**src/rtl/buzzer_pkg.sv**
```systemverilog
// Shared types and per-channel beep patterns for the buzzer arbiter.
// Channel 0 has the highest priority.
package buzzer_pkg;

    localparam int NUM_CH = 3;

    typedef logic [1:0] ch_t;

    localparam ch_t CH_WIN   = 2'd0;
    localparam ch_t CH_WARN  = 2'd1;
    localparam ch_t CH_CLICK = 2'd2;

    localparam logic [1:0] BEEPS     [NUM_CH] = '{2'd3, 2'd1, 2'd1};
    localparam logic [5:0] ON_TICKS  [NUM_CH] = '{6'd40, 6'd20, 6'd4};
    localparam logic [5:0] OFF_TICKS [NUM_CH] = '{6'd20, 6'd0, 6'd0};

    typedef enum logic [1:0] {IDLE, ON, OFF, DONE} state_e;

    function automatic ch_t lowest_set(input logic [NUM_CH-1:0] v);
        ch_t r;
        r = CH_WIN;
        for (int i = NUM_CH - 1; i >= 0; i--) begin
            if (v[i]) r = ch_t'(i);
        end
        return r;
    endfunction

endpackage

```
**src/rtl/buzzer_if.sv**
```systemverilog
// Request/status bundle between the game controller and the buzzer arbiter.
interface buzzer_if;
    import buzzer_pkg::*;

    logic              en;
    logic [NUM_CH-1:0] req;
    logic              busy;
    ch_t               active_ch;
    logic [NUM_CH-1:0] done;
    logic              buzzer_out;

    modport master (
        output en, req,
        input  busy, active_ch, done, buzzer_out
    );

    modport slave (
        input  en, req,
        output busy, active_ch, done, buzzer_out
    );

endinterface

```
**src/rtl/buzzer_tone_gen.sv**
```systemverilog
// Loadable half-period square-wave toggler; restart begins a fresh high phase.
module buzzer_tone_gen #(
    parameter int W = 8
) (
    input  logic         clk,
    input  logic         rst,
    input  logic         en_i,
    input  logic         restart_i,
    input  logic [W-1:0] reload_i,
    output logic         tone_o
);

    logic [W-1:0] cnt_q, cnt_d;
    logic [W-1:0] reload_q, reload_d;
    logic         out_q, out_d;

    always_comb begin
        cnt_d    = cnt_q;
        reload_d = reload_q;
        out_d    = out_q;
        if (restart_i) begin
            out_d    = 1'b1;
            cnt_d    = reload_i;
            reload_d = reload_i;
        end else if (en_i) begin
            if (cnt_q == '0) begin
                out_d = ~out_q;
                cnt_d = reload_q;
            end else begin
                cnt_d = cnt_q - W'(1);
            end
        end
    end

    always_ff @(posedge clk) begin
        if (rst) begin
            cnt_q    <= '0;
            reload_q <= '0;
            out_q    <= 1'b0;
        end else begin
            cnt_q    <= cnt_d;
            reload_q <= reload_d;
            out_q    <= out_d;
        end
    end

    assign tone_o = en_i & out_q;

endmodule

```
**src/rtl/buzzer_arbiter.sv**
```systemverilog
// Fixed-priority, preemptive sharing of one piezo buzzer between three
// one-shot sound requesters, each with its own beep pattern and pitch.
module buzzer_arbiter
    import buzzer_pkg::*;
#(
    parameter int TICK_CYCLES   = 5000,
    parameter int HALF_PERIOD_0 = 250,
    parameter int HALF_PERIOD_1 = 500,
    parameter int HALF_PERIOD_2 = 333
) (
    input  logic     clk,
    input  logic     rst,
    buzzer_if.slave  bus
);

    localparam int TW    = (TICK_CYCLES > 1) ? $clog2(TICK_CYCLES) : 1;
    localparam int HM01  = (HALF_PERIOD_0 > HALF_PERIOD_1) ? HALF_PERIOD_0 : HALF_PERIOD_1;
    localparam int HMAX  = (HM01 > HALF_PERIOD_2) ? HM01 : HALF_PERIOD_2;
    localparam int HW    = (HMAX > 1) ? $clog2(HMAX) : 1;

    state_e            state_q, state_d;
    ch_t               ch_q, ch_d;
    logic [NUM_CH-1:0] pend_q, pend_d;
    logic [TW-1:0]     cyc_q, cyc_d;
    logic [5:0]        ticks_q, ticks_d;
    logic [1:0]        beeps_q, beeps_d;

    logic [NUM_CH-1:0] eff;
    ch_t               g;
    logic              preempt;
    logic              expire;
    logic              grant;
    logic              restart;
    logic [HW-1:0]     reload;
    logic              tone;

    function automatic logic [HW-1:0] reload_of(input ch_t c);
        logic [HW-1:0] r;
        unique case (c)
            CH_WIN:  r = HW'(HALF_PERIOD_0 - 1);
            CH_WARN: r = HW'(HALF_PERIOD_1 - 1);
            default: r = HW'(HALF_PERIOD_2 - 1);
        endcase
        return r;
    endfunction

    assign eff     = pend_q | bus.req;
    assign g       = lowest_set(eff);
    assign preempt = (eff != '0) && (g < ch_q);
    assign expire  = (cyc_q == '0) && (ticks_q == '0);

    always_comb begin
        state_d = state_q;
        ch_d    = ch_q;
        pend_d  = pend_q;
        cyc_d   = cyc_q;
        ticks_d = ticks_q;
        beeps_d = beeps_q;
        grant   = 1'b0;
        restart = 1'b0;
        if (!bus.en) begin
            state_d = IDLE;
            ch_d    = CH_WIN;
            pend_d  = '0;
            cyc_d   = '0;
            ticks_d = '0;
            beeps_d = '0;
        end else begin
            pend_d = eff;
            unique case (state_q)
                IDLE, DONE: begin
                    grant = (eff != '0);
                    if (!grant) begin
                        state_d = IDLE;
                        ch_d    = CH_WIN;
                    end
                end
                ON, OFF: begin
                    if (preempt) begin
                        grant = 1'b1;
                    end else if (!expire) begin
                        if (cyc_q == '0) begin
                            cyc_d   = TW'(TICK_CYCLES - 1);
                            ticks_d = ticks_q - 6'd1;
                        end else begin
                            cyc_d = cyc_q - TW'(1);
                        end
                    end else if (state_q == OFF) begin
                        state_d = ON;
                        restart = 1'b1;
                        cyc_d   = TW'(TICK_CYCLES - 1);
                        ticks_d = ON_TICKS[ch_q] - 6'd1;
                    end else if (beeps_q != '0) begin
                        beeps_d = beeps_q - 2'd1;
                        cyc_d   = TW'(TICK_CYCLES - 1);
                        // Zero-length gaps chain straight into the next beep.
                        if (OFF_TICKS[ch_q] != '0) begin
                            state_d = OFF;
                            ticks_d = OFF_TICKS[ch_q] - 6'd1;
                        end else begin
                            restart = 1'b1;
                            ticks_d = ON_TICKS[ch_q] - 6'd1;
                        end
                    end else begin
                        state_d = DONE;
                        cyc_d   = '0;
                        ticks_d = '0;
                    end
                end
            endcase
            if (grant) begin
                state_d   = ON;
                ch_d      = g;
                pend_d[g] = 1'b0;
                beeps_d   = BEEPS[g] - 2'd1;
                cyc_d     = TW'(TICK_CYCLES - 1);
                ticks_d   = ON_TICKS[g] - 6'd1;
                restart   = 1'b1;
            end
        end
    end

    assign reload = reload_of(grant ? g : ch_q);

    always_ff @(posedge clk) begin
        if (rst) begin
            state_q <= IDLE;
            ch_q    <= CH_WIN;
            pend_q  <= '0;
            cyc_q   <= '0;
            ticks_q <= '0;
            beeps_q <= '0;
        end else begin
            state_q <= state_d;
            ch_q    <= ch_d;
            pend_q  <= pend_d;
            cyc_q   <= cyc_d;
            ticks_q <= ticks_d;
            beeps_q <= beeps_d;
        end
    end

    buzzer_tone_gen #(
        .W (HW)
    ) u_tone (
        .clk       (clk),
        .rst       (rst),
        .en_i      (state_q == ON),
        .restart_i (restart),
        .reload_i  (reload),
        .tone_o    (tone)
    );

    always_comb begin
        bus.done = '0;
        if (state_q == DONE) bus.done[ch_q] = 1'b1;
    end

    assign bus.busy       = (state_q == ON) || (state_q == OFF);
    assign bus.active_ch  = ch_q;
    assign bus.buzzer_out = tone;

endmodule

```
**src/flat_wrapper.sv**
```systemverilog
// flat-port wrapper written by rule: the top's interface ports become plain ports
module buzzer_arbiter_flat import buzzer_pkg::*;
#(
    parameter int TICK_CYCLES   = 5000,
    parameter int HALF_PERIOD_0 = 250,
    parameter int HALF_PERIOD_1 = 500,
    parameter int HALF_PERIOD_2 = 333
)
  (clk, rst, bus_en, bus_req, bus_busy, bus_active_ch, bus_done, bus_buzzer_out);
  buzzer_if bus_i ();
  input  logic clk;
  input  logic rst;
  input wire logic [$bits(bus_i.en)-1:0] bus_en;
  input wire logic [$bits(bus_i.req)-1:0] bus_req;
  output wire logic [$bits(bus_i.busy)-1:0] bus_busy;
  output wire logic [$bits(bus_i.active_ch)-1:0] bus_active_ch;
  output wire logic [$bits(bus_i.done)-1:0] bus_done;
  output wire logic [$bits(bus_i.buzzer_out)-1:0] bus_buzzer_out;
  assign bus_i.en = bus_en;
  assign bus_i.req = bus_req;
  assign bus_busy = bus_i.busy;
  assign bus_active_ch = bus_i.active_ch;
  assign bus_done = bus_i.done;
  assign bus_buzzer_out = bus_i.buzzer_out;
  buzzer_arbiter #(.TICK_CYCLES(TICK_CYCLES), .HALF_PERIOD_0(HALF_PERIOD_0), .HALF_PERIOD_1(HALF_PERIOD_1), .HALF_PERIOD_2(HALF_PERIOD_2)) u_core (.clk(clk), .rst(rst), .bus(bus_i));
endmodule
```
**config.mk**
```make
export PLATFORM = sky130hd
export DESIGN_NAME = buzzer_arbiter_flat
export DESIGN_NICKNAME = d
export VERILOG_FILES = /design/src/rtl/buzzer_pkg.sv /design/src/rtl/buzzer_if.sv /design/src/rtl/buzzer_tone_gen.sv /design/src/rtl/buzzer_arbiter.sv /design/src/flat_wrapper.sv
export SDC_FILE = /design/constraint.sdc
export NUM_CORES = 1
export LEC_CHECK = 0
export ABC_CLOCK_PERIOD_IN_PS = 3240
export CORE_AREA = 2 2 85 87
export CTS_BUF_LIST = sky130_fd_sc_hd__clkbuf_8
export DETAILED_ROUTE_END_ITERATION = 12
export DIE_AREA = 0 0 87 89
export PLACE_DENSITY = 0.63
export SYNTH_ARGS = -nofsm -noshare
export SYNTH_HDL_FRONTEND = slang
export SYNTH_SLANG_ARGS = --single-unit
```
**constraint.sdc**
```tcl
create_clock -name clk -period 3.24 [get_ports clk]
set_input_delay 0.324 -clock clk [delete_from_list [all_inputs] [get_ports clk]]
set_output_delay 0.324 -clock clk [all_outputs]
set_load 0.005 [all_outputs]
```
==> results of run 1 <==
==> flip-flops by register name, summed over array words and instances, names as in the netlist, 2 cells and up <==
name / cells
u_core.bus.active_ch: 2
u_core.beeps_q: 2
u_core.state_q: 2
u_core.pend_q: 3
u_core.u_tone.reload_q: 6
u_core.u_tone.cnt_q: 9
u_core.cyc_q: 13
u_core.ticks_q: 6
==> per-stage QoR <==
step / instance area, um2 / util, % / worst slack (ps)
after floorplan: 2690 / - / 708
after global placement: 2920 / 43.4 / 288
after detailed placement: 2920 / 43.4 / 180
after CTS: 3010 / 44.8 / 471
after global routing: 3010 / 44.8 / 251
final: 3010 / 44.8 / 467
==> final cells by class <==
type,instances,area (um2)
Multi-Input combinational cell,261,1690
Inverter,17,63.8
Timing Repair Buffer,20,180
Clock inverter,2,10.0
Tap cell,80,100
Clock buffer,6,82.6
Sequential cell,44,881
Fill cell,651,3710
==> synthesized netlist by cell type, types with 7 or more instances <==
library cell,count,area [um2]
nand3_1,14,70.1
and2_1,7,43.8
or3_1,8,50.1
o21ai_0,21,105
inv_1,17,63.8
nor3_1,12,60.1
nand2b_1,8,50.1
nand2_1,20,75.1
ha_1,15,188
a211oi_1,10,75.1
xor2_1,7,61.3
nor2_1,34,128
clkbuf_1,9,33.8
a21oi_1,31,155
dfxtp_1,44,881
==> worst paths after layout <==
kind	end	startpoint	cells past startpoint	slack [ps]
setup / recovery	u_core.u_tone.cnt_q[0]	bus_req[0]	10	470
hold / removal	u_core.u_tone.reload_q[2]	u_core.u_tone.reload_q[2]	2	480
setup reg to reg	u_core.u_tone.cnt_q[0]	u_core.pend_q[0]	9	630
hold reg to reg	u_core.u_tone.reload_q[2]	u_core.u_tone.reload_q[2]	2	480
==> logic make-up after synthesis <==
family,after synthesis,share of synthesized area (%)
XOR/XNOR,10,3.26
adder cells (fa/ha/maj),15,6.98
multiplexers,6,2.28
buffers and inverters,28,4.24
AND/OR/NAND/NOR,132,26.5
AO/OA/AOI/OAI,98,23.9
flip-flops,44,32.8
==> per-layer routing <==
metal / global-route usage [%] / routed length, um / vias to the layer above
met5: 0 / 0 / -
met4: 5.97 / 81 / 0
met3: 2.95 / 292 / 7
met2: 24.2 / 2490 / 46
met1: 25.8 / 3350 / 1145
li1: - / - / 1246
==> layout by cell type (no fill, tap or decap), types with 3 or more instances in the layout <==
master,instances
xnor2_1,3
clkbuf_8,6
o211ai_1,5
nor2_1,34
nand3_1,14
ha_1,15
inv_1,17
buf_4,8
o31ai_1,4
o21ai_1,3
o22ai_1,5
nor3_1,12
and2_1,7
nor4_1,4
dfxtp_1,44
or3_1,8
xor2_1,7
nor2b_1,4
a211oi_1,10
o21ai_0,21
mux2i_1,5
nand2b_1,8
clkdlybuf4s50_1,12
nand2_1,20
nand4_1,3
a21oi_1,31
==> report_power, final <==
part           internal (W)  switching [W]
Combinational      0.000165       0.000237
Sequential         0.000584      0.0000409
Clock              0.000171       0.000196
Total              0.000920       0.000474
==> worst reg2reg max path: stages (launching register included) <==
cell	delay, ps
dfxtp_1	350
nor4_1	360
nand2_1	140
inv_1	140
ha_1	280
o21ai_1	280
o21a_1	250
o221ai_4	220
or2_4	340
o22ai_1	160
==> impl_metrics.toml, run 1 <==
[outcome]
status = "completed"

[sta]
fin_hold_ws_ps = 477
finalCritPeriodShare_pct = 85.6
worst_slew_pin_slew_ps = 756
maxSlewViolCount = 0
layout_min_cycle_time_ps = 2770
fin_worst_skew_ps = 17.2
clock.fmax_ghz = 0.361
max-slew-margin-rel_pct = 49.6
tns_ps = 0
hold_violations = 0
setup_viol = 0
rsz0062_at_grt = "no"

[logic_synthesis]
async_flop_share_pct = 0
ys_seq_area_share_pct = 32.8
syn_nets = 354
synth_edf_count = 0
ys_warn_count = 0
netlist_area_um2 = 2690
syn_area_per_cell_um2 = 8.07
syn-instance-count = 333
synth_flop_cell = "dfxtp_1"
ys_seq_elements = 44
synth.distinct_cells = 59

[setup_path]
cp_data_arrival_time_ps = 2980
path_max_fanout = 15
crit_family = "compound AO/OA/AOI/OAI gates"
cp_cell_sequence = "clkdlybuf4s50_1 -> nor4_1 -> nand2_1 -> inv_1 -> ha_1 -> o21ai_1 -> o21a_1 -> o221ai_4 -> or2_4 -> o22ai_1"
path_buf_inv = 2
crit_type = "input pin to flop"
max_stage_delay_ps = 470
required_ps = 3450
critPathLaunchType = "input pin"
slowest_stage = "clkdlybuf4s50_1"
cp-end-kind = "flop"

[layout]
layoutNonFillerInstCount = 430
layout-drive-gt1-share_pct = 9.43
n_antenna_cell = 0
area_growth_syn_to_layout_pct = 12.0
nets = 370

[floorplan]
die_y_um = 89
num_io_pins = 13
coreArea_um2 = 6720
num_rows = 30
initial_core_util_pct = 40.0
die-area_um2 = 7740
die_width_um = 87

[placed_design]
numPortBuffers = 12
dp_hpwl_mm = 4.52
place_inst = 422
gp_congestion = 0.882

[clock_network]
cts-root-buf = "clkbuf_8"
clock_sinks = 44
cts_tree = "built"
cts-buffers-inserted = 5
path_clk_slew_ps = 90
cts-resized-gates = 0
clockBufferDepth = 2
ctsHoldBuffers = 0
cts-htree-levels = 2
clkLatencyLatePin_ps = 300
postCtsSetupBuffers = 0

[grt]
antenna_found_initial = 0
grt_max_degree = 19
grt_pass1_wl_mm = 10.6
grtUsageTotal_pct = 17.1
overflow = 0
grt_pass1_vias = 2162

[routing]
via_per_inst = 5.68
drt_iter0_drc = 181
drtPass1Iterations = 4
ant_nets = 0
wire_per_inst_um = 14.5
vias = 2444
drcViolationCount = 0
totalWireLength_mm = 6.21

[hold_path]
hold_class = "flop to flop"

[power]
p_total_w = 0.00139
peakVddDrop_uv = 190
power.density_nw_per_um2 = 463
cellLeakagePower_nw = 1.13

[job]
max_cap_viol_count = 0
No activity file was read; power rests on OpenSTA's default activity.
==> run 2, diff against run 1 <==
--- a/config.mk
+++ b/config.mk
@@ -6,6 +6,7 @@
 export NUM_CORES = 1
 export LEC_CHECK = 0
 export ABC_CLOCK_PERIOD_IN_PS = 3240
+export CAP_MARGIN = 20
 export CORE_AREA = 2 2 85 87
 export CTS_BUF_LIST = sky130_fd_sc_hd__clkbuf_8
 export DETAILED_ROUTE_END_ITERATION = 12
==> results of run 2 <==
The final DEF is identical to that of run 1; final timing and power are the same.
